--- src/rtl/mc_ctrl_if.sv ---
// mc_ctrl_if: bundle between the multi-cycle MIPS control FSM and its datapath.
//
// Handshake: the controller holds mem_req (plus mem_we/iord) steady in a
// memory state until the memory returns mem_ready=1 in the same cycle; that
// cycle completes the transfer and the FSM advances on the next rising edge.
// mem_ready has no meaning while mem_req is 0.
//
// Signals:
//   op, funct      instruction fields from the IR (to controller)
//   alu_ov         ALU OV result, used as branch-taken / overflow
//   mem_ready      memory completes the current request this cycle
//   alu_func       ALU function code
//   alu_src_a/b    ALU operand selects
//   pc_write/src   PC load enable and source select
//   mem_req/we     memory request / write
//   iord           memory address select (0=PC, 1=ALUOut)
//   ir_write       IR load enable
//   reg_write/dst  register file write enable / destination select
//   mem_to_reg     register file write data select
//   trap           sticky fault flag
//   state          current FSM state (debug)
// Modports: master = control FSM, slave = datapath side.
interface mc_ctrl_if;
    logic [5:0] op;
    logic [5:0] funct;
    logic       alu_ov;
    logic       mem_ready;
    logic [5:0] alu_func;
    logic       alu_src_a;
    logic [1:0] alu_src_b;
    logic       pc_write;
    logic [1:0] pc_src;
    logic       mem_req;
    logic       mem_we;
    logic       iord;
    logic       ir_write;
    logic       reg_write;
    logic       reg_dst;
    logic       mem_to_reg;
    logic       trap;
    logic [3:0] state;

    modport master (
        input  op, funct, alu_ov, mem_ready,
        output alu_func, alu_src_a, alu_src_b, pc_write, pc_src, mem_req,
               mem_we, iord, ir_write, reg_write, reg_dst, mem_to_reg,
               trap, state
    );

    modport slave (
        output op, funct, alu_ov, mem_ready,
        input  alu_func, alu_src_a, alu_src_b, pc_write, pc_src, mem_req,
               mem_we, iord, ir_write, reg_write, reg_dst, mem_to_reg,
               trap, state
    );
endinterface

--- src/rtl/mc_ctrl_fsm.sv ---
// mc_ctrl_fsm: multi-cycle MIPS control unit. Sequences FETCH/DECODE and the
// per-instruction execute/memory/writeback states, driving ALU function and
// datapath mux/enable lines. Outputs are combinational from state, except
// FETCH ir_write/pc_write (gated by mem_ready) and BRANCH pc_write (alu_ov).
//
// Ports:
//   clk    rising-edge clock
//   rst_n  asynchronous active-low reset (state -> FETCH, requests held off)
//   bus    mc_ctrl_if.master (instruction fields, ALU OV, memory handshake
//          in; control lines, trap flag and debug state out)
//
// Build option: define OVF_TRAP_EN to trap on signed overflow of add, sub
// and addi instead of writing the result back.
module mc_ctrl_fsm (
    input  logic      clk,
    input  logic      rst_n,
    mc_ctrl_if.master bus
);
    typedef enum logic [3:0] {
        FETCH    = 4'd0,
        DECODE   = 4'd1,
        MEM_ADDR = 4'd2,
        MEM_RD   = 4'd3,
        MEM_WB   = 4'd4,
        MEM_WR   = 4'd5,
        R_EXEC   = 4'd6,
        R_WB     = 4'd7,
        BRANCH   = 4'd8,
        JUMP     = 4'd9,
        I_EXEC   = 4'd10,
        I_WB     = 4'd11,
        TRAP     = 4'd12
    } state_t;

    localparam logic [5:0] F_ADD = 6'b000010;

    state_t     state_q, state_d;
    logic [5:0] func;
    logic       src_a, pc_wr, mem_req, mem_we, iord, ir_wr;
    logic       reg_wr, reg_dst, mem_to_reg, trap;
    logic [1:0] src_b, pc_src;
    logic       ovf;

`ifdef OVF_TRAP_EN
    assign ovf = bus.alu_ov;
`else
    assign ovf = 1'b0;
`endif

    always_ff @(posedge clk or negedge rst_n) begin
        if (!rst_n) state_q <= FETCH;
        else        state_q <= state_d;
    end

    always_comb begin
        state_d    = state_q;
        func       = F_ADD;
        src_a      = 1'b0;
        src_b      = 2'b00;
        pc_wr      = 1'b0;
        pc_src     = 2'b00;
        mem_req    = 1'b0;
        mem_we     = 1'b0;
        iord       = 1'b0;
        ir_wr      = 1'b0;
        reg_wr     = 1'b0;
        reg_dst    = 1'b0;
        mem_to_reg = 1'b0;
        trap       = 1'b0;
        case (state_q)
            FETCH: begin
                mem_req = 1'b1;
                src_b   = 2'b01;   // PC + 4 on the ALU while fetching
                if (bus.mem_ready) begin
                    ir_wr   = 1'b1;
                    pc_wr   = 1'b1;
                    state_d = DECODE;
                end
            end
            DECODE: begin
                src_b = 2'b11;     // branch target precomputed into ALUOut
                case (bus.op)
                    6'b000000:                          state_d = R_EXEC;
                    6'b100011, 6'b101011:               state_d = MEM_ADDR;
                    6'b000100, 6'b000101:               state_d = BRANCH;
                    6'b000010:                          state_d = JUMP;
                    6'b001000, 6'b001100, 6'b001101,
                    6'b001110, 6'b001011:               state_d = I_EXEC;
                    default:                            state_d = TRAP;
                endcase
            end
            MEM_ADDR: begin
                src_a = 1'b1;
                src_b = 2'b10;
                if (bus.op == 6'b100011)      state_d = MEM_RD;
                else if (bus.op == 6'b101011) state_d = MEM_WR;
                else                          state_d = TRAP;
            end
            MEM_RD: begin
                mem_req = 1'b1;
                iord    = 1'b1;
                if (bus.mem_ready) state_d = MEM_WB;
            end
            MEM_WB: begin
                reg_wr     = 1'b1;
                mem_to_reg = 1'b1;
                state_d    = FETCH;
            end
            MEM_WR: begin
                mem_req = 1'b1;
                mem_we  = 1'b1;
                iord    = 1'b1;
                if (bus.mem_ready) state_d = FETCH;
            end
            R_EXEC: begin
                src_a   = 1'b1;
                state_d = R_WB;
                case (bus.funct)
                    6'b100000: begin func = 6'b000010; if (ovf) state_d = TRAP; end
                    6'b100010: begin func = 6'b000100; if (ovf) state_d = TRAP; end
                    6'b100100: func = 6'b001000;
                    6'b100101: func = 6'b010000;
                    6'b100111: func = 6'b100000;
                    6'b100110: func = 6'b010001;
                    6'b101011: func = 6'b000101;
                    6'b101010: func = 6'b001001;
                    default:   state_d = TRAP;
                endcase
            end
            R_WB: begin
                reg_wr  = 1'b1;
                reg_dst = 1'b1;
                state_d = FETCH;
            end
            I_EXEC: begin
                src_a   = 1'b1;
                src_b   = 2'b10;
                state_d = I_WB;
                case (bus.op)
                    6'b001000: begin func = 6'b000010; if (ovf) state_d = TRAP; end
                    6'b001100: func = 6'b001000;
                    6'b001101: func = 6'b010000;
                    6'b001110: func = 6'b010001;
                    6'b001011: func = 6'b000101;
                    default:   func = F_ADD;
                endcase
            end
            I_WB: begin
                reg_wr  = 1'b1;
                state_d = FETCH;
            end
            BRANCH: begin
                src_a   = 1'b1;
                pc_src  = 2'b01;
                // ALU compare result on OV decides whether the target is taken
                func    = (bus.op == 6'b000101) ? 6'b100001 : 6'b100011;
                pc_wr   = bus.alu_ov;
                state_d = FETCH;
            end
            JUMP: begin
                pc_wr   = 1'b1;
                pc_src  = 2'b10;
                state_d = FETCH;
            end
            TRAP: begin
                trap    = 1'b1;
                state_d = TRAP;
            end
            default: state_d = TRAP;
        endcase
    end

    // While reset is held the state already reads FETCH; the gating keeps its
    // fetch request and write enables from reaching memory or the PC/IR.
    assign bus.mem_req    = mem_req & rst_n;
    assign bus.pc_write   = pc_wr & rst_n;
    assign bus.ir_write   = ir_wr & rst_n;
    assign bus.alu_func   = func;
    assign bus.alu_src_a  = src_a;
    assign bus.alu_src_b  = src_b;
    assign bus.pc_src     = pc_src;
    assign bus.mem_we     = mem_we;
    assign bus.iord       = iord;
    assign bus.reg_write  = reg_wr;
    assign bus.reg_dst    = reg_dst;
    assign bus.mem_to_reg = mem_to_reg;
    assign bus.trap       = trap;
    assign bus.state      = state_q;
endmodule

--- src/flat_wrapper.sv ---
// flat-port wrapper written by rule: the top's interface ports become plain ports
module mc_ctrl_fsm_flat 
  (clk, rst_n, bus_op, bus_funct, bus_alu_ov, bus_mem_ready, bus_alu_func, bus_alu_src_a, bus_alu_src_b, bus_pc_write, bus_pc_src, bus_mem_req, bus_mem_we, bus_iord, bus_ir_write, bus_reg_write, bus_reg_dst, bus_mem_to_reg, bus_trap, bus_state);
  mc_ctrl_if bus_i ();
  input  logic clk;
  input  logic rst_n;
  input wire logic [$bits(bus_i.op)-1:0] bus_op;
  input wire logic [$bits(bus_i.funct)-1:0] bus_funct;
  input wire logic [$bits(bus_i.alu_ov)-1:0] bus_alu_ov;
  input wire logic [$bits(bus_i.mem_ready)-1:0] bus_mem_ready;
  output wire logic [$bits(bus_i.alu_func)-1:0] bus_alu_func;
  output wire logic [$bits(bus_i.alu_src_a)-1:0] bus_alu_src_a;
  output wire logic [$bits(bus_i.alu_src_b)-1:0] bus_alu_src_b;
  output wire logic [$bits(bus_i.pc_write)-1:0] bus_pc_write;
  output wire logic [$bits(bus_i.pc_src)-1:0] bus_pc_src;
  output wire logic [$bits(bus_i.mem_req)-1:0] bus_mem_req;
  output wire logic [$bits(bus_i.mem_we)-1:0] bus_mem_we;
  output wire logic [$bits(bus_i.iord)-1:0] bus_iord;
  output wire logic [$bits(bus_i.ir_write)-1:0] bus_ir_write;
  output wire logic [$bits(bus_i.reg_write)-1:0] bus_reg_write;
  output wire logic [$bits(bus_i.reg_dst)-1:0] bus_reg_dst;
  output wire logic [$bits(bus_i.mem_to_reg)-1:0] bus_mem_to_reg;
  output wire logic [$bits(bus_i.trap)-1:0] bus_trap;
  output wire logic [$bits(bus_i.state)-1:0] bus_state;
  assign bus_i.op = bus_op;
  assign bus_i.funct = bus_funct;
  assign bus_i.alu_ov = bus_alu_ov;
  assign bus_i.mem_ready = bus_mem_ready;
  assign bus_alu_func = bus_i.alu_func;
  assign bus_alu_src_a = bus_i.alu_src_a;
  assign bus_alu_src_b = bus_i.alu_src_b;
  assign bus_pc_write = bus_i.pc_write;
  assign bus_pc_src = bus_i.pc_src;
  assign bus_mem_req = bus_i.mem_req;
  assign bus_mem_we = bus_i.mem_we;
  assign bus_iord = bus_i.iord;
  assign bus_ir_write = bus_i.ir_write;
  assign bus_reg_write = bus_i.reg_write;
  assign bus_reg_dst = bus_i.reg_dst;
  assign bus_mem_to_reg = bus_i.mem_to_reg;
  assign bus_trap = bus_i.trap;
  assign bus_state = bus_i.state;
  mc_ctrl_fsm u_core (.clk(clk), .rst_n(rst_n), .bus(bus_i));
endmodule
--- config.mk ---
export PLATFORM = sky130hd
export DESIGN_NAME = mc_ctrl_fsm_flat
export DESIGN_NICKNAME = d
export VERILOG_FILES = /design/src/rtl/mc_ctrl_if.sv /design/src/rtl/mc_ctrl_fsm.sv /design/src/flat_wrapper.sv
export SDC_FILE = /design/constraint.sdc
export NUM_CORES = 1
export LEC_CHECK = 0
export BUFFER_PORTS_ARGS = -buffer_cell sky130_fd_sc_hd__buf_4
export CORE_MARGIN = 5
export CORE_UTILIZATION = 45
export CTS_CLUSTER_DIAMETER = 200
export CTS_CLUSTER_SIZE = 40
export DETAILED_ROUTE_END_ITERATION = 10
export GPL_TIMING_DRIVEN = 0
export PLACE_DENSITY = 0.82
export SKIP_LAST_GASP = 1
export SLEW_MARGIN = 20
export SYNTH_ARGS = -nofsm -noshare
export SYNTH_HDL_FRONTEND = slang
export SYNTH_SLANG_ARGS = --single-unit
--- constraint.sdc ---
create_clock -name clk -period 2.8 [get_ports clk]
set_input_delay 0.28 -clock clk [delete_from_list [all_inputs] [get_ports clk]]
set_output_delay 0.28 -clock clk [all_outputs]
set_load 0.01 [all_outputs]
==> metrics <==
outcome complete, no violations; clock root buffer clkbuf_4; area grow syn2layout 36.4%; number of synthesized flops with an enable pin 0; Vert. Die Dim 55.8 um; Num Clock Sinks 4; final setup fails 0; first-pass GRT wire length 5.24 mm; DRC Markers 0; critical path class reg -> out; Vias ~1300; CTS tree built; Highest Clock Rate about 430 MHz; critical path data arrival time ~2100 ps; Critical Path Start Type register; Core Region ~2000 um^2; Fillers about 170; post-route ant nets 0; H-tree depth 1; Slew Limit Fails 0; Net count, final approximately 210; leakage power between 0.0005 and 0.0006 uW; share of synthesized registers carrying an async set or reset 100%; Yosys cell types 45; gpl congestion slightly below 0.9; final WL ~3 mm; Mapped Area between 900 and 1000 um^2; Yosys top cell area share about a tenth; Final TNS setup 0 ps; Post-DP HPWL 2.44 mm; Die ar. between 3000 and 4000 um^2; vias in the first global route roughly 1100; final hold vios 0; placed cell count around 210; synthesized net count approximately 160; 1st-pass router iterations 4; synth top area cells dfrtp_1 11%, o21ai_0 7.4%, a21oi_1 6.9%, nor2_1 6.8%, nand2b_1 5.3%; post-cts gate resize count 0; Mapped Cells approximately 150; Layout Skew around 0.77 ps; antenna violations before repair 0; worst skew pair latency 240 ps; GR Util All Layers about 20%; PD cells just under 700 nW/um^2; largest net degree at the start of global routing 11; peak supply drop approximately 0.0006 V; share of cells above drive strength 1 between 20% and 30%; max reg flops 4; CTS Buffer Depth 2; Hold/Removal Path Class in -> async; #FFs+latches synth 4; row cnt 16; Ys Warns 0; Vias/cell about 6.0; most frequent cells in the layout 37 x buf_4, 17 x nor2_1, 14 x o21ai_0, 13 x a21oi_1, 9 x clkbuf_1; First DRT Iteration DRCs 64; # diodes 0; post-synthesis sequential area ratio roughly a tenth; num ports 40; clock slew at reported path FFs roughly 40 ps; total power between 800 and 900 uW; Port-buffer cells 37; Setup crit end kind output port; worst-path maximum fanout 9; Max Cap Violations 0; commonest non-fill, non-tap cell in the layout buf_4; top_reg_cell synth dfrtp_1; DR WL/cell roughly 14 um; initial core utilization roughly 48%; Finished Layout Cells roughly 220; grt ovf 0; Final Critical Period roughly 2300 ps; Die X 55.8 um; Syn Area/Cell 6.43 um^2; RSZ-0062 raised after global routing false; CTS buffer count 3; Slew Limit Headroom around 64%; CP required around 2500 ps; Final Cycle Share about 83%; worst slew pin tran approximately 530 ps; area leader, netlist dfrtp_1
==> stage by stage <==
step | instance area, um^2 | utilization [%] | worst slack, ps | hold slack (ps)
2_1_floorplan | 945 | - | 980 | -15.6
3_3_place_gp | 1260 | 63.4 | 776 | 87.2
3_5_place_dp | 1260 | 63.4 | 751 | 91.1
4_1_cts | 1290 | 65.0 | 497 | 379
5_1_grt | 1290 | 65.0 | 254 | 403
6_report | 1290 | 65.0 | 471 | 380
==> report_power, final <==
group / internal [uW] / switching [uW] / leakage, uW
Sequential: 79.1 / 10.2 / 0.0000519
Combinational: 326 / 405 / 0.000512
Clock: 48.1 / 26.9 / 0.0000138
==> repair_timing <==
item	CTS	global route
hold endpoints to repair	4	0
hold buffers	1	0
buffers inserted	0	0
==> metal layers <==
| layer | part of all wire, % | up-vias | global-route usage, % |
|---|---|---|---|
| met1 | 42 | 591 | 26.9 |
| met3 | 8.2 | 4 | 1.86 |
| met5 | 0 | - | 0 |
| li1 | - | 624 | - |
| met2 | 49 | 61 | 34.1 |
| met4 | 0.81 | 0 | 5.08 |
==> cells in the mapped netlist (2+ instances only) <==
cell,count
o211ai_1,2
nor2_1,17
o31ai_1,2
xnor2_1,2
nand2_1,8
nor3_1,4
or2_2,2
a211o_1,2
a31oi_1,2
nand3_1,7
a211oi_1,2
nor2b_1,4
clkbuf_1,9
nor3b_1,3
and3b_1,2
xor2_1,4
nand2b_1,8
a21oi_1,13
inv_1,4
o21ai_0,14
buf_2,3
a21o_1,3
and3_1,3
dfrtp_1,4
or3_1,3
==> kinds of logic after synthesis <==
logic type / share of synthesized area [%]
DFF: 10.6
buffers and inverters: 8.34
muxes: 1.19
AOI/OAI and AO/OA: 34.2
and+or+nand+nor: 40.1
xor gates and xnor gates: 5.56
==> final timing paths <==
path,cells past startpoint,endpoint,slack [ps],start
setup / recovery,7,bus_alu_func[3],470,u_core.bus.state[3]$_DFFE_PN0P_
hold / removal,2,u_core.bus.state[1]$_DFFE_PN0P_,380,rst_n
setup reg to reg,5,u_core.bus.state[2]$_DFFE_PN0P_,960,u_core.bus.state[3]$_DFFE_PN0P_
hold reg to reg,4,u_core.bus.state[2]$_DFFE_PN0P_,860,u_core.bus.state[0]$_DFFE_PN0P_
max in group asynchronous,2,u_core.bus.state[2]$_DFFE_PN0P_,2310,rst_n
min in group clk,4,u_core.bus.state[1]$_DFFE_PN0P_,380,bus_op[4]
==> critical path: stages (launching register included) <==
cell      delay [ps]
dfrtp_1          330
clkbuf_1         310
nand2b_1          90
clkbuf_1         210
nor2_1           290
nand3_1          130
o32ai_1          270
buf_4            170
==> final cells by class <==
cell class	instances	area (um^2)	share of cell area, %
Buffer	14	63.8	4.95
Clock buffer	3	22.5	1.75
Inverter	4	15.0	1.17
Timing Repair Buffer	38	288	22.3
Multi-Input combinational cell	125	766	59.4
Tap cell	27	33.8	2.62
Sequential cell	4	100	7.77
Power figures use the tool's default switching activity.
